[src/rtl/sy_ppl_ctrl_mc_if.sv]
// Signal bundle between the pipeline controller and the core: events, PCs, stage activity,
// maintenance handshakes and fetch redirect outputs.
interface sy_ppl_ctrl_mc_if #(
  parameter int unsigned AWTH   = 64,
  parameter int unsigned NSTG   = 5,
  parameter int unsigned NMAINT = 3
);
  logic [AWTH-1:0]   boot_addr_i;
  logic              ctrl_reset_i;
  logic              ctrl_halt_i;
  logic [NSTG-1:0]   stg_act_i;
  logic              fu_act_i;
  logic              ev_excp_i;
  logic [AWTH-1:0]   trap_vec_i;
  logic              ev_eret_i;
  logic [AWTH-1:0]   epc_i;
  logic              ev_debug_i;
  logic [AWTH-1:0]   dbg_vec_i;
  logic              ev_flush_i;
  logic              ev_wfi_i;
  logic              wakeup_i;
  logic [NMAINT-1:0] maint_req_i;
  logic [AWTH-1:0]   wb_npc_i;
  logic [NMAINT-1:0] maint_ack_i;
  logic [NMAINT-1:0] maint_o;
  logic [NSTG-1:0]   kill_o;
  logic              fet_set_en_o;
  logic [AWTH-1:0]   fet_set_npc_o;
  logic              fet_act_o;
  logic              flush_bp_o;
  logic              stat_sleep_o;
  logic              stat_maint_err_o;

  modport master (
    output boot_addr_i, ctrl_reset_i, ctrl_halt_i, stg_act_i, fu_act_i,
    output ev_excp_i, trap_vec_i, ev_eret_i, epc_i, ev_debug_i, dbg_vec_i,
    output ev_flush_i, ev_wfi_i, wakeup_i, maint_req_i, wb_npc_i, maint_ack_i,
    input  maint_o, kill_o, fet_set_en_o, fet_set_npc_o, fet_act_o, flush_bp_o,
    input  stat_sleep_o, stat_maint_err_o
  );

  modport slave (
    input  boot_addr_i, ctrl_reset_i, ctrl_halt_i, stg_act_i, fu_act_i,
    input  ev_excp_i, trap_vec_i, ev_eret_i, epc_i, ev_debug_i, dbg_vec_i,
    input  ev_flush_i, ev_wfi_i, wakeup_i, maint_req_i, wb_npc_i, maint_ack_i,
    output maint_o, kill_o, fet_set_en_o, fet_set_npc_o, fet_act_o, flush_bp_o,
    output stat_sleep_o, stat_maint_err_o
  );
endinterface

[src/rtl/sy_ppl_ctrl_mc.sv]
// Pipeline controller: run/pause FSM, fetch redirect on trap/xret/debug/flush/wfi, stage kill,
// WFI sleep and prioritised cache/TLB maintenance sequencing with ack timeout.
module sy_ppl_ctrl_mc #(
  parameter int unsigned       AWTH      = 64,
  parameter int unsigned       NSTG      = 5,
  parameter int unsigned       NMAINT    = 3,
  parameter logic [NMAINT-1:0] MAINT_ACK = 3'b011,
  parameter int unsigned       ACK_TO    = 255
) (
  input logic             clk_i,
  input logic             rst_i,
  sy_ppl_ctrl_mc_if.slave bus
);

  typedef enum logic [2:0] {
    StReset, StInit, StProc, StRun, StPause, StMaint, StSleep
  } state_e;

  localparam logic [7:0] AckTo = 8'(ACK_TO);

  state_e            r_state, w_state_d;
  logic [AWTH-1:0]   r_pend_pc, w_pend_pc_d;
  logic [NMAINT-1:0] r_pend_mask, w_pend_mask_d;
  logic              r_pend_vld, w_pend_vld_d;
  logic              r_pend_excp, w_pend_excp_d;
  logic              r_pend_eret, w_pend_eret_d;
  logic              r_pend_dbg, w_pend_dbg_d;
  logic              r_pend_wfi, w_pend_wfi_d;
  logic [7:0]        r_ctr, w_ctr_d;
  logic              r_err, w_err_d;
  logic [NSTG-1:0]   r_kill;
  logic              r_set_en, w_set_en_d;
  logic [AWTH-1:0]   r_set_npc;
  logic              r_flush_bp, w_flush_bp_d;

  logic              w_idle, w_redir, w_cap;
  logic [AWTH-1:0]   w_cap_pc;
  logic [NMAINT-1:0] w_sel_oh, w_mask_clr;
  logic              w_sel_ack, w_sel_got, w_clr_pend;

  always_comb begin
    w_idle  = ~(|bus.stg_act_i) & ~bus.fu_act_i;
    w_redir = bus.ev_excp_i | bus.ev_eret_i | bus.ev_debug_i;
    w_cap   = w_redir | bus.ev_flush_i | bus.ev_wfi_i | (|bus.maint_req_i);
    if (bus.ev_excp_i) begin
      w_cap_pc = bus.trap_vec_i;
    end else if (bus.ev_eret_i) begin
      w_cap_pc = bus.epc_i;
    end else if (bus.ev_debug_i) begin
      w_cap_pc = bus.dbg_vec_i;
    end else begin
      w_cap_pc = bus.wb_npc_i;
    end
  end

  // Lowest set bit of the pending mask is the channel being served.
  assign w_sel_oh  = r_pend_mask & (~r_pend_mask + NMAINT'(1));
  assign w_sel_ack = |(w_sel_oh & MAINT_ACK);
  assign w_sel_got = |(w_sel_oh & bus.maint_ack_i);

  always_comb begin
    w_state_d    = r_state;
    w_ctr_d      = '0;
    w_err_d      = r_err;
    w_set_en_d   = 1'b0;
    w_flush_bp_d = 1'b0;
    w_clr_pend   = 1'b0;
    w_mask_clr   = '0;
    case (r_state)
      StReset: begin
        if (w_idle) begin
          w_state_d    = StInit;
          w_flush_bp_d = 1'b1;
        end
      end
      StInit: w_state_d = StProc;
      StProc: begin
        if (!bus.ctrl_halt_i) begin
          w_set_en_d   = 1'b1;
          w_flush_bp_d = r_pend_excp | r_pend_eret;
          w_clr_pend   = 1'b1;
          if (|r_pend_mask) begin
            w_state_d = StMaint;
          end else if (r_pend_wfi && !bus.ev_debug_i) begin
            w_state_d = StSleep;
          end else begin
            w_state_d = StRun;
          end
        end
      end
      StRun: begin
        if (bus.ctrl_halt_i || r_pend_vld || (|r_pend_mask) || w_cap) begin
          w_state_d = StPause;
        end
      end
      StPause: begin
        if (w_idle) begin
          w_state_d = StProc;
        end
      end
      StMaint: begin
        if (|r_pend_mask) begin
          if (!w_sel_ack || w_sel_got) begin
            w_mask_clr = w_sel_oh;
          end else if (r_ctr == AckTo) begin
            w_mask_clr = w_sel_oh;
            w_err_d    = 1'b1;
          end else begin
            w_ctr_d = (r_ctr == 8'hFF) ? r_ctr : r_ctr + 8'd1;
          end
        end
        if ((r_pend_mask & ~w_mask_clr) == '0) begin
          w_state_d = StProc;
        end
      end
      StSleep: begin
        if (bus.wakeup_i || w_cap) begin
          w_state_d = StProc;
        end
      end
      default: w_state_d = StReset;
    endcase
    if (bus.ctrl_reset_i) begin
      w_state_d    = StReset;
      w_set_en_d   = 1'b0;
      w_flush_bp_d = 1'b0;
      w_ctr_d      = '0;
    end
  end

  // Later captures accumulate; a redirect PC is not overwritten by a lower-priority wb_npc.
  always_comb begin
    w_pend_pc_d   = r_pend_pc;
    w_pend_mask_d = r_pend_mask & ~w_mask_clr;
    w_pend_vld_d  = r_pend_vld;
    w_pend_excp_d = r_pend_excp;
    w_pend_eret_d = r_pend_eret;
    w_pend_dbg_d  = r_pend_dbg;
    w_pend_wfi_d  = r_pend_wfi;
    if (w_clr_pend) begin
      w_pend_vld_d  = 1'b0;
      w_pend_excp_d = 1'b0;
      w_pend_eret_d = 1'b0;
      w_pend_dbg_d  = 1'b0;
      w_pend_wfi_d  = 1'b0;
    end
    if (w_cap) begin
      w_pend_vld_d = 1'b1;
      if (w_redir) begin
        w_pend_pc_d   = w_cap_pc;
        w_pend_excp_d = w_pend_excp_d | bus.ev_excp_i;
        w_pend_eret_d = w_pend_eret_d | bus.ev_eret_i;
        w_pend_dbg_d  = w_pend_dbg_d | bus.ev_debug_i;
        w_pend_wfi_d  = 1'b0;
      end else begin
        if (!(w_pend_excp_d || w_pend_eret_d || w_pend_dbg_d)) begin
          w_pend_pc_d = bus.wb_npc_i;
        end
        w_pend_wfi_d  = w_pend_wfi_d | bus.ev_wfi_i;
        w_pend_mask_d = w_pend_mask_d | bus.maint_req_i;
      end
    end else if (r_state == StInit) begin
      w_pend_pc_d = bus.boot_addr_i;
    end
    if (bus.ctrl_reset_i) begin
      w_pend_mask_d = '0;
      w_pend_vld_d  = 1'b0;
      w_pend_excp_d = 1'b0;
      w_pend_eret_d = 1'b0;
      w_pend_dbg_d  = 1'b0;
      w_pend_wfi_d  = 1'b0;
    end
  end

  always_ff @(posedge clk_i) begin
    if (rst_i) begin
      r_state     <= StReset;
      r_pend_pc   <= '0;
      r_pend_mask <= '0;
      r_pend_vld  <= 1'b0;
      r_pend_excp <= 1'b0;
      r_pend_eret <= 1'b0;
      r_pend_dbg  <= 1'b0;
      r_pend_wfi  <= 1'b0;
      r_ctr       <= '0;
      r_err       <= 1'b0;
      r_kill      <= '0;
      r_set_en    <= 1'b0;
      r_set_npc   <= '0;
      r_flush_bp  <= 1'b0;
    end else begin
      r_state     <= w_state_d;
      r_pend_pc   <= w_pend_pc_d;
      r_pend_mask <= w_pend_mask_d;
      r_pend_vld  <= w_pend_vld_d;
      r_pend_excp <= w_pend_excp_d;
      r_pend_eret <= w_pend_eret_d;
      r_pend_dbg  <= w_pend_dbg_d;
      r_pend_wfi  <= w_pend_wfi_d;
      r_ctr       <= w_ctr_d;
      r_err       <= w_err_d;
      r_kill      <= {NSTG{w_cap}};
      r_set_en    <= w_set_en_d;
      if (w_set_en_d) begin
        r_set_npc <= r_pend_pc;
      end
      r_flush_bp  <= w_flush_bp_d;
    end
  end

  assign bus.maint_o          = (r_state == StMaint) ? w_sel_oh : '0;
  assign bus.kill_o           = r_kill;
  assign bus.fet_set_en_o     = r_set_en;
  assign bus.fet_set_npc_o    = r_set_npc;
  assign bus.fet_act_o        = (r_state == StRun);
  assign bus.flush_bp_o       = r_flush_bp;
  assign bus.stat_sleep_o     = (r_state == StSleep);
  assign bus.stat_maint_err_o = r_err;

endmodule

[src/flat_wrapper.sv]
// flat-port wrapper written by rule: the top's interface ports become plain ports
module sy_ppl_ctrl_mc_flat 
#(
  parameter int unsigned       AWTH      = 64,
  parameter int unsigned       NSTG      = 5,
  parameter int unsigned       NMAINT    = 3,
  parameter logic [NMAINT-1:0] MAINT_ACK = 3'b011,
  parameter int unsigned       ACK_TO    = 255
)
  (clk_i, rst_i, bus_boot_addr_i, bus_ctrl_reset_i, bus_ctrl_halt_i, bus_stg_act_i, bus_fu_act_i, bus_ev_excp_i, bus_trap_vec_i, bus_ev_eret_i, bus_epc_i, bus_ev_debug_i, bus_dbg_vec_i, bus_ev_flush_i, bus_ev_wfi_i, bus_wakeup_i, bus_maint_req_i, bus_wb_npc_i, bus_maint_ack_i, bus_maint_o, bus_kill_o, bus_fet_set_en_o, bus_fet_set_npc_o, bus_fet_act_o, bus_flush_bp_o, bus_stat_sleep_o, bus_stat_maint_err_o);
  sy_ppl_ctrl_mc_if #(.AWTH(AWTH), .NSTG(NSTG), .NMAINT(NMAINT)) bus_i ();
  input logic clk_i;
  input logic rst_i;
  input wire logic [$bits(bus_i.boot_addr_i)-1:0] bus_boot_addr_i;
  input wire logic [$bits(bus_i.ctrl_reset_i)-1:0] bus_ctrl_reset_i;
  input wire logic [$bits(bus_i.ctrl_halt_i)-1:0] bus_ctrl_halt_i;
  input wire logic [$bits(bus_i.stg_act_i)-1:0] bus_stg_act_i;
  input wire logic [$bits(bus_i.fu_act_i)-1:0] bus_fu_act_i;
  input wire logic [$bits(bus_i.ev_excp_i)-1:0] bus_ev_excp_i;
  input wire logic [$bits(bus_i.trap_vec_i)-1:0] bus_trap_vec_i;
  input wire logic [$bits(bus_i.ev_eret_i)-1:0] bus_ev_eret_i;
  input wire logic [$bits(bus_i.epc_i)-1:0] bus_epc_i;
  input wire logic [$bits(bus_i.ev_debug_i)-1:0] bus_ev_debug_i;
  input wire logic [$bits(bus_i.dbg_vec_i)-1:0] bus_dbg_vec_i;
  input wire logic [$bits(bus_i.ev_flush_i)-1:0] bus_ev_flush_i;
  input wire logic [$bits(bus_i.ev_wfi_i)-1:0] bus_ev_wfi_i;
  input wire logic [$bits(bus_i.wakeup_i)-1:0] bus_wakeup_i;
  input wire logic [$bits(bus_i.maint_req_i)-1:0] bus_maint_req_i;
  input wire logic [$bits(bus_i.wb_npc_i)-1:0] bus_wb_npc_i;
  input wire logic [$bits(bus_i.maint_ack_i)-1:0] bus_maint_ack_i;
  output wire logic [$bits(bus_i.maint_o)-1:0] bus_maint_o;
  output wire logic [$bits(bus_i.kill_o)-1:0] bus_kill_o;
  output wire logic [$bits(bus_i.fet_set_en_o)-1:0] bus_fet_set_en_o;
  output wire logic [$bits(bus_i.fet_set_npc_o)-1:0] bus_fet_set_npc_o;
  output wire logic [$bits(bus_i.fet_act_o)-1:0] bus_fet_act_o;
  output wire logic [$bits(bus_i.flush_bp_o)-1:0] bus_flush_bp_o;
  output wire logic [$bits(bus_i.stat_sleep_o)-1:0] bus_stat_sleep_o;
  output wire logic [$bits(bus_i.stat_maint_err_o)-1:0] bus_stat_maint_err_o;
  assign bus_i.boot_addr_i = bus_boot_addr_i;
  assign bus_i.ctrl_reset_i = bus_ctrl_reset_i;
  assign bus_i.ctrl_halt_i = bus_ctrl_halt_i;
  assign bus_i.stg_act_i = bus_stg_act_i;
  assign bus_i.fu_act_i = bus_fu_act_i;
  assign bus_i.ev_excp_i = bus_ev_excp_i;
  assign bus_i.trap_vec_i = bus_trap_vec_i;
  assign bus_i.ev_eret_i = bus_ev_eret_i;
  assign bus_i.epc_i = bus_epc_i;
  assign bus_i.ev_debug_i = bus_ev_debug_i;
  assign bus_i.dbg_vec_i = bus_dbg_vec_i;
  assign bus_i.ev_flush_i = bus_ev_flush_i;
  assign bus_i.ev_wfi_i = bus_ev_wfi_i;
  assign bus_i.wakeup_i = bus_wakeup_i;
  assign bus_i.maint_req_i = bus_maint_req_i;
  assign bus_i.wb_npc_i = bus_wb_npc_i;
  assign bus_i.maint_ack_i = bus_maint_ack_i;
  assign bus_maint_o = bus_i.maint_o;
  assign bus_kill_o = bus_i.kill_o;
  assign bus_fet_set_en_o = bus_i.fet_set_en_o;
  assign bus_fet_set_npc_o = bus_i.fet_set_npc_o;
  assign bus_fet_act_o = bus_i.fet_act_o;
  assign bus_flush_bp_o = bus_i.flush_bp_o;
  assign bus_stat_sleep_o = bus_i.stat_sleep_o;
  assign bus_stat_maint_err_o = bus_i.stat_maint_err_o;
  sy_ppl_ctrl_mc #(.AWTH(AWTH), .NSTG(NSTG), .NMAINT(NMAINT), .MAINT_ACK(MAINT_ACK), .ACK_TO(ACK_TO)) u_core (.clk_i(clk_i), .rst_i(rst_i), .bus(bus_i));
endmodule
[config.mk]
export PLATFORM = sky130hd
export DESIGN_NAME = sy_ppl_ctrl_mc_flat
export DESIGN_NICKNAME = d
export VERILOG_FILES = /design/src/rtl/sy_ppl_ctrl_mc_if.sv /design/src/rtl/sy_ppl_ctrl_mc.sv /design/src/flat_wrapper.sv
export SDC_FILE = /design/constraint.sdc
export NUM_CORES = 1
export LEC_CHECK = 0
export ABC_AREA = 1
export CORE_AREA = 2 2 162 164
export DETAILED_ROUTE_END_ITERATION = 6
export DIE_AREA = 0 0 164 166
export PLACE_DENSITY = 0.75
export SYNTH_ARGS = -nofsm -noshare
export SYNTH_HDL_FRONTEND = slang
export SYNTH_SLANG_ARGS = --single-unit
[constraint.sdc]
create_clock -name clk_i -period 2.36 [get_ports clk_i]
set_clock_uncertainty 0.2 [all_clocks]
set_input_delay 0.472 -clock clk_i [delete_from_list [all_inputs] [get_ports clk_i]]
set_output_delay 0.472 -clock clk_i [all_outputs]
set_load 0.01 [all_outputs]
### Word-level counts from Yosys, hierarchy flattened

Index checks and enable logic that the tools add are counted.
W data, S select, Z words.

* div/mod/pow operators: 0
* reductions and logical operators: 24
* equality and inequality tests: 14
* order comparisons: 0
* shifts and indexed selects: 0
* add/sub/neg operators: 2
* muxes and demuxes: 44
* bitwise gates (word level): 24
* $mul: 0

Operators by type and width (number)
* $mux W64: 7
* $mux W3: 16
* $pmux W3 S7: 1
* $mux W1: 19
* $and A3 B3 Y3: 4
* $ne A2 B1 Y1 const B: 5
* $or A1 B1 Y1: 10
* $eq A3 B3 Y1 const B: 3
* $not A3 Y3: 3
* $reduce_or A3 Y1: 3
* $add A8 B1 Y8 const B: 1
* $eq A8 B8 Y1 const B: 1
* $logic_or A1 B1 Y1: 7
* $eq A3 B2 Y1 const B: 2
* $logic_not A3 Y1: 2
* $reduce_and A6 Y1: 1
* $reduce_or A6 Y1: 1
* $not A1 Y1: 5
* $reduce_or A5 Y1: 1
* $reduce_and A4 Y1: 1
* $reduce_bool A2 Y1: 2
* $reduce_or A2 Y1: 2
* $add A3 B1 Y3 const B: 1
* $eq A3 B1 Y1 const B: 1
* other kinds (8): 9

* input port bits: 342
* memory bits (read-only): 0
* memory bits (writable): 0
* bits in registers: 151
* memories: 0
* latch bits: 0

### Depth between registers and ports, before layout

Gate-level depths: netlist (run 1).

* depth after elaboration: 15
* mapped depth: 12

### Worst setup path after synthesis (run 1)

Ideal clock, no wire load.

* path kind: input to register
* start point: in bus_ev_eret_i
* end point: reg u_core.r_pend_pc[15]
* stages on the path: 11
* data arrival time: 1.609 ns
* library setup time: 0.133 ns
* path slack: 0.418 ns
* cells stage by stage: buf_2 > inv_4 > nand3_1 > nor2_2 > inv_2 > o21ai_2 > nand2_1 > buf_6 > buf_2 > o21ai_0 > a21oi_1

* cells in the longest elaborated chain, start to end: 7

Ends and longest elaborated chain
* from (decl): RTL line flat_wrapper.sv:21 `input wire logic [$bits(bus_i.ev_eret_i)-1:0] bus_ev_eret_i;`
* $or A1 B1 Y1 (2 in a row): RTL line sy_ppl_ctrl_mc.sv:43 `w_redir = bus.ev_excp_i | bus.ev_eret_i | bus.ev_debug_i;`
* $or A1 B1 Y1 (3 in a row): RTL line sy_ppl_ctrl_mc.sv:44 `w_cap = w_redir | bus.ev_flush_i | bus.ev_wfi_i | (|bus.maint_req_i);`
* $ne A3 B2 Y1 (no source line) / $reduce_bool A2 Y1 (equally long branches)
* $reduce_and A2 Y1 (no source line)
* to (signal assigned): RTL line sy_ppl_ctrl_mc.sv:193 `r_pend_pc <= w_pend_pc_d;`
* to (decl): RTL line sy_ppl_ctrl_mc.sv:22 `logic [AWTH-1:0] r_pend_pc, w_pend_pc_d;`

Parallel ways exist; a longest one is shown, timed or not.
A chain may end at the register's enable or synchronous reset.

### Worst setup path after layout (run 1)

* start point: reg u_core.r_state[1]
* end point: out bus_maint_o[0]

* cells in the longest elaborated chain, start to end: 2

Ends and longest elaborated chain
* from (decl): RTL line sy_ppl_ctrl_mc.sv:21 `state_e r_state, w_state_d;`
* from (signal assigned): RTL line sy_ppl_ctrl_mc.sv:177 `r_state <= StReset;`
* from (signal assigned): RTL line sy_ppl_ctrl_mc.sv:192 `r_state <= w_state_d;`
* $eq A3 B3 Y1: RTL line sy_ppl_ctrl_mc.sv:211 `assign bus.maint_o = (r_state == StMaint) ? w_sel_oh : '0;`
* $mux W3: RTL line sy_ppl_ctrl_mc.sv:211
* to (decl): RTL line flat_wrapper.sv:31 `output wire logic [$bits(bus_i.maint_o)-1:0] bus_maint_o;`

Every way passes these cells.

==> summary.txt, run 1 <==
Finish
  – Area growth syn-to-layout: 63.0%
  – Final std cells w/o fill: 2086
  – Fin nets: 2080
  – Fraction of layout cells with a size suffix above 1: 6.11%
  – Finished Cell Area: 13700 sq um
  – Number of fill cells: 2480

Pwr
  – Cell-internal power: 4.96 mW
  – Net Switching: 1.78 mW
  – PwrDens: 492 nW/um^2
  – Comb pwr share: 19.8%
  – Clock power share: 40.1%
  – Flop pwr share: 40.1%
  – Leak pwr: 5.69 nW
  – Sw Ratio: 26.4%
  – Peak VDD IR: 0.347 mV

Synth
  – Yosys top cell area share: 36.0%
  – Top_reg_cell synth: dfxtp_1
  – Avg Inst Size Synth: 6.16 sq um
  – Post-synth ARST share: 0%
  – Synth Area in Adders: 0.149%
  – Synth top cells by count: 521 x nand2_1, 194 x a21oi_1, 151 x dfxtp_1
  – Syn. warnings: 0
  – Sequential share of the synthesized area: 36.0%
  – Post-synth EDFFs: 0
  – Syn_nets: 1707
  – FF+latch count, synth: 151
  – XOR/XNOR Fraction of Synth Area: 0.522%
  – Mux cell area share after synthesis: 0%
  – Syn Inst Count: 1364
  – Netlist cell types: 32
  – Main combinational cell family by area after synthesis: simple AND/OR/NAND/NOR gates
  – Most frequent cell after synthesis: nand2_1
  – Top post-synthesis cells by area: dfxtp_1 36%, nand2_1 23%, a21oi_1 12%
  – Post-synthesis compound-gate area fraction: 21.4%
  – Mapped cell area: 8400 sq um
  – Simple-gate area share of the yosys netlist: 32.3%
  – Area leader, netlist: dfxtp_1

Worst hold path
  – Hold Path Depth: 2
  – HP Class: input pin to flip-flop

CTS
  – # clock sinks: 151
  – Worst-path clk slew: 0.07 ns
  – Worst-case clock buffer depth: 2
  – Num CTS Buffers: 17
  – Root Driver: clkbuf_16
  – Skew-Pair Late Insertion Delay: 0.42 ns
  – CTS tree: built
  – Post-CTS Hold Buffers: 0
  – H-tree levels: 4

GRT
  – Gr ovfl total: 0
  – Pin count of the biggest net entering global routing: 71
  – First-pass GRT wire length: 51900 microns
  – Overall Global Routing Usage: 24.0%
  – Initial antenna violation count: 2
  – Vias in the first global route: 10100

Floorplan
  – Die footprint: 27200 sq um
  – Chip height: 166 microns
  – Chip Width: 164 microns
  – Number of top-level pins: 419
  – Row cnt: 59
  – Core area: 25600 sq um
  – Starting Density: 32.8%

Critical path
  – FF-to-FF End: u_core.bus.fet_set_npc_o[34]
  – CP bufs+invs: 2
  – Reg2reg setup slack: 0.26 ns
  – Critical path depth: 4
  – Worst setup EP type: primary output
  – Critical-path cell list: inv_2, nand3_4, nor2_1, clkdlybuf4s50_1
  – Setup crit start: u_core.r_state[1]
  – WS Path Type: flip-flop to primary output
  – CP max-delay cell: clkdlybuf4s50_1
  – Worst Reg-to-Reg Cells: 10
  – Crit path to: bus_maint_o[0]
  – CP Data Required Time: 1.69 ns
  – Reg-to-reg startpoint: u_core.r_state[0]
  – Max FO, Critical Path: 5
  – CP Launch Type: flip-flop
  – Slowest stage delay, CP: 0.55 ns
  – WP data arrival: 1.62 ns
  – Crit-path leading delay family: buffers and inverters

Drt
  – DR vias/cell: 4.96
  – First DRT Iteration DRCs: 609
  – Total detailed-routing wirelength: 33100 microns
  – 1st-pass router iterations: 5
  – Via Count: 10300
  – DRC viols: 0
  – Avg WL per Cell: 15.9 microns
  – Post-route ant nets: 0

Timing
  – TNS Setup: 0 ns
  – Tmin final: 2.29 ns
  – Setup violators final: 0
  – Worst-margin pin slew: 0.419 ns
  – RSZ-0062 raised after global routing: true
  – Crit share post-route: 96.9%
  – Slew Limit Headroom: 72.0%
  – Final hold slack: 0.0598 ns
  – Fmax: 437 MHz
  – Final Max Slew Viols: 0
  – Setup WS post-layout: 0.0724 ns
  – Final hold violations: 0

Placed design
  – Inst Count DP: 2053
  – Placer Congestion: 0.903
  – Post-DP HPWL: 24600 microns
  – PortBufs: 417
  – Post-DP Area: 13100 sq um
  – Dpl ws: -0.161 ns

Job
  – Max cap viols: 0

Outcome
  – Status: finished clean
## through the flow
| stage | total power, mW | util, % |
|---|---|---|
| final | 6.74 | 53.4 |
| after global routing | 7.05 | 53.4 |
| after CTS | 6.81 | 53.4 |
| after detailed placement | 4.08 | 51.0 |
| after global placement | 4.07 | 51.0 |
| after floorplan | 3.30 | - |
## routing by layer
layer | up-vias | share of wire, % | track usage, %
li1 | 5191 | - | -
met1 | 4697 | 41 | 28.3
met2 | 398 | 48 | 41.8
met3 | 54 | 7.5 | 6.07
met4 | 0 | 3.1 | 8.47
met5 | - | 0 | 0
## cells in the final DEF (no fill, tap or decap), types with 3 or more instances in the layout
master,n
inv_6,4
nand4_1,3
nand2_1,519
dlygate4sd2_1,4
a21oi_2,4
buf_4,29
clkbuf_16,17
clkinv_4,6
nand2_4,4
xor2_1,3
clkdlybuf4s50_1,410
dfxtp_1,151
inv_1,74
o22ai_1,55
buf_12,18
a21oi_1,194
o211ai_1,6
nor2_2,3
nor3_1,7
o31ai_1,3
o21ai_0,64
o21ai_1,5
nor2_1,55
inv_2,7
nand3_1,83
## state kept, by name, indices dropped and copies added (netlist names)
signal	flops
u_core.bus.flush_bp_o	1
u_core.r_pend_excp	1
u_core.r_pend_wfi	1
u_core.r_pend_pc	64
u_core.r_pend_vld	1
u_core.r_pend_eret	1
u_core.bus.kill_o	1
u_core.r_ctr	8
u_core.r_pend_dbg	1
u_core.bus.fet_set_en_o	1
u_core.r_state	3
u_core.bus.stat_maint_err_o	1
u_core.bus.fet_set_npc_o	64
u_core.r_pend_mask	3
## kinds of logic after synthesis
logic type	Yosys count
flops	151
fa+ha+maj	1
simple gates	681
buf+inv	191
xor+xnor	5
compound gates	335
## what timing repair did
action	4_1_cts	5_1_grt
setup buffers	0	0
resized for setup	9	1
endpoints found under the setup margin	5	2
## power by group through the flow
stage	logic, mW	registers (mW)	clock network, mW
finish	1.33	2.70	2.70
global route	1.46	2.71	2.88
CTS	1.33	2.70	2.78
detailed placement	1.33	2.76	0
global placement	1.31	2.76	0
floorplan	0.552	2.74	0
## final cells by class
type / count / area [sq um] / share of cell area (%)
sequential: 151 / 3020 / 22.1
antenna: 1 / 2.50 / 0.0183
inverter: 83 / 317 / 2.31
timing repair buffer: 462 / 4720 / 34.5
tap: 335 / 419 / 3.06
multi-input combinational: 1022 / 4620 / 33.7
clock inverter: 13 / 136 / 0.996
clock buffer: 19 / 453 / 3.31
## worst min-delay path by stage
| stage | startpoint | end | slack [ns] |
|---|---|---|---|
| after detailed placement | u_core.r_ctr[0] | u_core.r_ctr[0] | 0.25 |
| after global placement | u_core.r_ctr[0] | u_core.r_ctr[0] | 0.23 |
| after CTS | rst_i | u_core.bus.stat_maint_err_o | 0.04 |
| final | rst_i | u_core.bus.stat_maint_err_o | 0.06 |
| after global routing | rst_i | u_core.bus.stat_maint_err_o | 0.05 |
| after floorplan | u_core.r_ctr[0] | u_core.r_ctr[0] | 0.22 |
Note: power is estimated with default switching activity, not from simulation.
==> run 2: changes to the inputs <==
--- a/config.mk
+++ b/config.mk
@@ -9,6 +9,7 @@
 export CORE_AREA = 2 2 162 164
 export DETAILED_ROUTE_END_ITERATION = 6
 export DIE_AREA = 0 0 164 166
+export GPL_TIMING_DRIVEN = 0
 export PLACE_DENSITY = 0.75
 export SYNTH_ARGS = -nofsm -noshare
 export SYNTH_HDL_FRONTEND = slang
==> summary.txt, run 2 (synthesis gave the netlist of run 1 again) <==
Outcome
  – Status: finished clean

Floorplan
  – Core area: 25600 sq um (unchanged)
  – Die footprint: 27200 sq um (unchanged)
  – Row cnt: 59 (unchanged)
  – Chip Width: 164 microns (unchanged)
  – Chip height: 166 microns (unchanged)
  – Number of top-level pins: 419 (unchanged)
  – Starting Density: 32.8% (unchanged)

Worst hold path
  – HP Start: u_core.r_ctr[0]
  – HP Class: flip-flop to flip-flop

CTS
  – Worst-case clock buffer depth: 2 (unchanged)
  – H-tree levels: 4 (unchanged)
  – Skew-Pair Late Insertion Delay: 0.43 ns (about the same)
  – Root Driver: clkbuf_16
  – CTS tree: built
  – Setup bufs post-CTS: 0 (unchanged)
  – Worst-path clk slew: 0.07 ns (about the same)
  – # clock sinks: 151 (unchanged)
  – Num CTS Buffers: 17 (unchanged)

Drt
  – First DRT Iteration DRCs: 559 (-8.2%)
  – DRC viols: 0 (unchanged)
  – 1st-pass router iterations: 5 (unchanged)
  – DR vias/cell: 4.98 (+0.48%)
  – Via Count: 10700 (+3.6%)
  – Total detailed-routing wirelength: 37800 microns (+14%)
  – Post-route ant nets: 0 (unchanged)
  – Avg WL per Cell: 17.6 microns (+11%)

Timing
  – Crit share post-route: 99.9% (+2.9 points)
  – Worst-margin pin slew: 0.774 ns (+0.354 ns)
  – Final Max Slew Viols: 0 (unchanged)
  – Final hold violations: 0 (unchanged)
  – Fmax: 424 MHz (-2.9%)
  – Setup violators final: 0 (unchanged)
  – Slew Limit Headroom: 48.4% (-24 points)
  – RSZ-0062 raised after global routing: false
  – Tmin final: 2.36 ns (+0.0695 ns)

Pwr
  – PwrDens: 503 nW/um^2 (+2.2%)
  – Comb pwr share: 19.8% (about the same)
  – Cell-internal power: 4.92 mW (-0.73%)
  – Clock power share: 40.8% (+0.7 points)
  – Flop pwr share: 39.4% (-0.7 points)
  – Sw Ratio: 28.4% (+2.0 points)
  – Total power: 6.87 mW (+2.0%)
  – Peak VDD IR: 0.402 mV (+16%)
  – Leak pwr: 5.69 nW (about the same)
  – Net Switching: 1.95 mW (+9.5%)

Placed design
  – PortBufs: 415 (-0.48%)
  – Placer Congestion: 0.912 (+0.90%)
  – Post-DP HPWL: 29900 microns (+21%)
  – Inst Count DP: 2114 (+3.0%)
  – Post-DP Area: 13000 sq um (-0.81%)

Critical path
  – CP Data Required Time: 2.47 ns (+0.78 ns)
  – Critical-path cell list: buf_2, clkbuf_2, clkbuf_1, a21oi_1, o22ai_1, nand2_1, nand2_1, a21oi_1
  – Crit path to: u_core.r_pend_pc[0]
  – Reg-to-reg startpoint: u_core.r_state[0]
  – Slowest stage delay, CP: 0.64 ns (+0.09 ns)
  – WS Path Type: input pin to flip-flop
  – WP data arrival: 2.47 ns (+0.85 ns)
  – Worst Reg-to-Reg Cells: 11 (+1)
  – CP max-delay cell: clkbuf_1
  – CP Launch Type: input pin
  – Setup crit start: bus_ev_eret_i
  – Max FO, Critical Path: 10 (+5)
  – FF-to-FF End: u_core.r_pend_pc[55]
  – Worst setup EP type: flip-flop
  – Reg2reg setup slack: 0.25 ns (about the same)

Finish
  – Final std cells w/o fill: 2151 (+3.1%)
  – Register area: 3030 sq um (+0.21%)
  – Most frequent cells in the layout: 520 x nand2_1, 410 x clkdlybuf4s50_1, 194 x a21oi_1, 148 x dfxtp_1, 83 x nand3_1
  – Multi-input combinational cell area: 4600 sq um (-0.33%)
  – Area growth syn-to-layout: 62.6%
  – Finished Cell Area: 13700 sq um (-0.23%)
  – Most common cell after layout, fill and taps aside: nand2_1
  – Fraction of layout cells with a size suffix above 1: 6.24% (+0.13 points)
  – Fin nets: 2141 (+2.9%)
  – Number of fill cells: 2581 (+4.1%)

GRT
  – Pin count of the biggest net entering global routing: 18 (-75%)
  – Overall Global Routing Usage: 27.0% (+3.0 points)
  – Gr ovfl total: 0 (unchanged)
  – Initial antenna violation count: 5 (+3)
  – First-pass GRT wire length: 56600 microns (+9.0%)
  – Vias in the first global route: 10500 (+3.5%)

Job
  – Max cap viols: 0 (unchanged)
-- run 2: critical path: cells and delay by family --
kind            cells  cell delay (ns)
buf+inv             3             1.29
simple gates        2             0.26
compound gates      3             0.43
-- run 2: per-layer routing --
layer  global-route usage (%)  routed length, microns  vias up
met5                        0                       0        -
met4                     8.85                     938        0
met3                     4.92                    2460       56
met2                     47.0                   18300      413
met1                     33.3                   16100     4920
li1                         -                       -     5324
-- run 2: how the worst min path moves through the flow --
stage,end,cells past startpoint
6_report,u_core.r_ctr[0],1
3_5_place_dp,u_core.r_ctr[0],1
5_1_grt,u_core.r_ctr[0],1
3_3_place_gp,u_core.r_ctr[0],1
4_1_cts,u_core.r_ctr[0],1
2_1_floorplan,u_core.r_ctr[0],1
-- run 2: area by class of cell --
type,instances,share of cell area [%]
antenna,5,0.0916
tap,335,3.07
clock buffer,17,3.11
buffer,108,3.88
inverter,83,2.30
sequential,151,22.2
multi-input combinational,1022,33.7
timing repair buffer,415,30.4
clock inverter,15,1.27
-- run 2: per-stage QoR --
stage | util, % | TNS [ns] | hold WS (ns) | setup slack (ns)
after floorplan | - | 0 | 0.218 | 0.418
after global placement | 50.6 | -49.67 | 0.231 | -1.02
after detailed placement | 50.6 | -51.78 | 0.239 | -1.02
after CTS | 53.1 | -0.0195 | 0.253 | -0.0195
after global routing | 53.3 | 0 | 0.275 | 0.000560
final | 53.3 | 0 | 0.251 | 0.00290
-- run 2: repair_timing --
item / CTS / global route
resized for setup: 20 / 31
hold buffers: 0 / 0
gates cloned: 0 / 0
setup endpoints to repair: 60 / 68
-- run 2: power groups by stage --
| stage | clock network [mW] | logic [mW] | registers [mW] |
|---|---|---|---|
| 3_5_place_dp | 0 | 1.35 | 2.76 |
| 4_1_cts | 2.83 | 1.36 | 2.71 |
| 6_report | 2.80 | 1.36 | 2.71 |
| 3_3_place_gp | 0 | 1.33 | 2.76 |
| 2_1_floorplan | 0 | 0.552 | 2.74 |
| 5_1_grt | 2.96 | 1.48 | 2.72 |
==> run 3: changes to the inputs <==
--- a/config.mk
+++ b/config.mk
@@ -11,6 +11,7 @@
 export DIE_AREA = 0 0 164 166
 export GPL_TIMING_DRIVEN = 0
 export PLACE_DENSITY = 0.75
+export SKIP_CTS_REPAIR_TIMING = 1
 export SYNTH_ARGS = -nofsm -noshare
 export SYNTH_HDL_FRONTEND = slang
 export SYNTH_SLANG_ARGS = --single-unit
==> constraint.sdc (replaced) <==
create_clock -name clk_i -period 2.2 [get_ports clk_i]
set_clock_uncertainty 0.2 [all_clocks]
set_input_delay 0.44 -clock clk_i [delete_from_list [all_inputs] [get_ports clk_i]]
set_output_delay 0.44 -clock clk_i [all_outputs]
set_load 0.01 [all_outputs]
==> summary.txt, run 3 (synthesis gave the netlist of run 1 again) <==
Timing
  – Worst-margin pin slew: 0.759 ns (-0.0146 ns)
  – RSZ-0062 raised after global routing: true
  – Slew Limit Headroom: 49.4% (+0.97 points)
  – Final hold violations: 0 (unchanged)
  – Fmax: 461 MHz
  – Tmin final: 2.17 ns
  – Setup violators final: 0 (unchanged)
  – Crit share post-route: 98.5%
  – Final Max Slew Viols: 0 (unchanged)

GRT
  – Initial antenna violation count: 5 (unchanged)
  – Vias in the first global route: 10500 (-0.11%)
  – Pin count of the biggest net entering global routing: 18 (unchanged)
  – Gr ovfl total: 0 (unchanged)
  – Overall Global Routing Usage: 26.9% (-0.031 points)
  – First-pass GRT wire length: 56500 microns (-0.13%)

CTS
  – Num CTS Buffers: 17 (unchanged)
  – CTS tree: built
  – Root Driver: clkbuf_16
  – Worst-path clk slew: 0.07 ns (about the same)
  – # clock sinks: 151 (unchanged)
  – Worst-case clock buffer depth: 2 (unchanged)
  – Skew-Pair Late Insertion Delay: 0.43 ns (about the same)
  – H-tree levels: 4 (unchanged)

Job
  – Max cap viols: 0 (unchanged)

Floorplan
  – Chip height: 166 microns (unchanged)
  – Number of top-level pins: 419 (unchanged)
  – Die footprint: 27200 sq um (unchanged)
  – Row cnt: 59 (unchanged)
  – Core area: 25600 sq um (unchanged)
  – Starting Density: 32.8% (unchanged)
  – Chip Width: 164 microns (unchanged)

Critical path
  – CP Data Required Time: 2.31 ns (-0.16 ns)
  – CP Launch Type: input pin
  – Worst setup EP type: flip-flop
  – WP data arrival: 2.28 ns (-0.19 ns)
  – WS Path Type: input pin to flip-flop
  – Max FO, Critical Path: 10 (unchanged)

Finish
  – Area growth syn-to-layout: 63.6%
  – Finished Cell Area: 13700 sq um (+0.59%)
  – Fraction of layout cells with a size suffix above 1: 6.90% (+0.66 points)
  – Final std cells w/o fill: 2152 (+0.046%)
  – Fin nets: 2142 (+0.047%)
  – Most frequent cells in the layout: 519 x nand2_1, 410 x clkdlybuf4s50_1, 194 x a21oi_1, 148 x dfxtp_1, 82 x nand3_1
  – Most common cell after layout, fill and taps aside: nand2_1

Drt
  – First DRT Iteration DRCs: 599 (+7.2%)
  – Post-route ant nets: 0 (unchanged)
  – 1st-pass router iterations: 5 (unchanged)
  – Avg WL per Cell: 17.6 microns (+0.23%)
  – Via Count: 10700 (-0.11%)
  – DRC viols: 0 (unchanged)
  – Total detailed-routing wirelength: 37900 microns (+0.27%)
  – DR vias/cell: 4.97 (-0.16%)

Pwr
  – PwrDens: 537 nW/um^2 (+6.7%)
  – Total power: 7.38 mW (+7.3%)
  – Leak pwr: 5.77 nW (+1.4%)
  – Peak VDD IR: 0.429 mV (+6.9%)

Placed design
  – Post-DP Area: 13000 sq um (unchanged)
  – Inst Count DP: 2114 (unchanged)
  – Post-DP HPWL: 29900 microns (unchanged)
  – PortBufs: 415 (unchanged)
  – Placer Congestion: 0.912 (unchanged)

Worst hold path
  – HP Class: flip-flop to flip-flop

Outcome
  – Status: finished clean
-- run 3: area by class of cell --
| type | count | area [sq um] |
|---|---|---|
| Antenna cell | 5 | 12.5 |
| Fill cell | 2574 | 11900 |
| Multi-Input combinational cell | 1022 | 4630 |
| Clock inverter | 15 | 174 |
| Tap cell | 335 | 419 |
| Buffer | 106 | 547 |
| Timing Repair Buffer | 418 | 4190 |
| Inverter | 83 | 314 |
| Clock buffer | 17 | 425 |
| Sequential cell | 151 | 3030 |
-- run 3: worst paths after layout --
| kind | start | endpoint | slack [ns] | cells past startpoint |
|---|---|---|---|---|
| setup / recovery | bus_ev_excp_i | u_core.r_pend_pc[62] | 0.03 | 10 |
| hold / removal | u_core.r_ctr[0] | u_core.r_ctr[0] | 0.25 | 1 |
| setup reg to reg | u_core.r_state[0] | u_core.r_pend_pc[8] | 0.13 | 12 |
| hold reg to reg | u_core.r_ctr[0] | u_core.r_ctr[0] | 0.25 | 1 |
-- run 3: stage by stage --
step | TNS, ns | worst slack [ns] | util [%] | hold WS [ns]
6_report | 0 | 0.0325 | 53.6 | 0.251
5_1_grt | -0.580 | -0.0360 | 53.6 | 0.275
4_1_cts | -20.17 | -0.714 | 53.0 | 0.253
3_5_place_dp | -68.58 | -1.15 | 50.6 | 0.239
3_3_place_gp | -66.56 | -1.15 | 50.6 | 0.231
2_1_floorplan | 0 | 0.290 | - | 0.218
-- run 3: routing by layer --
layer  vias to the layer above  global-route usage, %  routed length [microns]
met1                      4912                   33.3                    16000
met4                         0                   8.85                      943
li1                       5327                      -                        -
met2                       407                   46.8                    18500
met5                         -                      0                        0
met3                        55                   4.92                     2480
-- run 3: where the power goes --
| part | total (mW) | switching [mW] | internal, mW | leakage (nW) |
|---|---|---|---|---|
| logic | 1.48 | 0.665 | 0.811 | 4.24 |
| clock network | 2.99 | 1.36 | 1.63 | 0.294 |
| registers | 2.91 | 0.0635 | 2.84 | 1.24 |
-- run 3: worst max-delay path, cell delays in order --
cell,delay [ns]
clkdlybuf4s50_1,0.45
inv_2,0.07
buf_4,0.11
clkbuf_4,0.24
buf_2,0.32
nand2_1,0.10
o22ai_1,0.21
nand2_1,0.15
nand2_1,0.11
a21oi_1,0.06
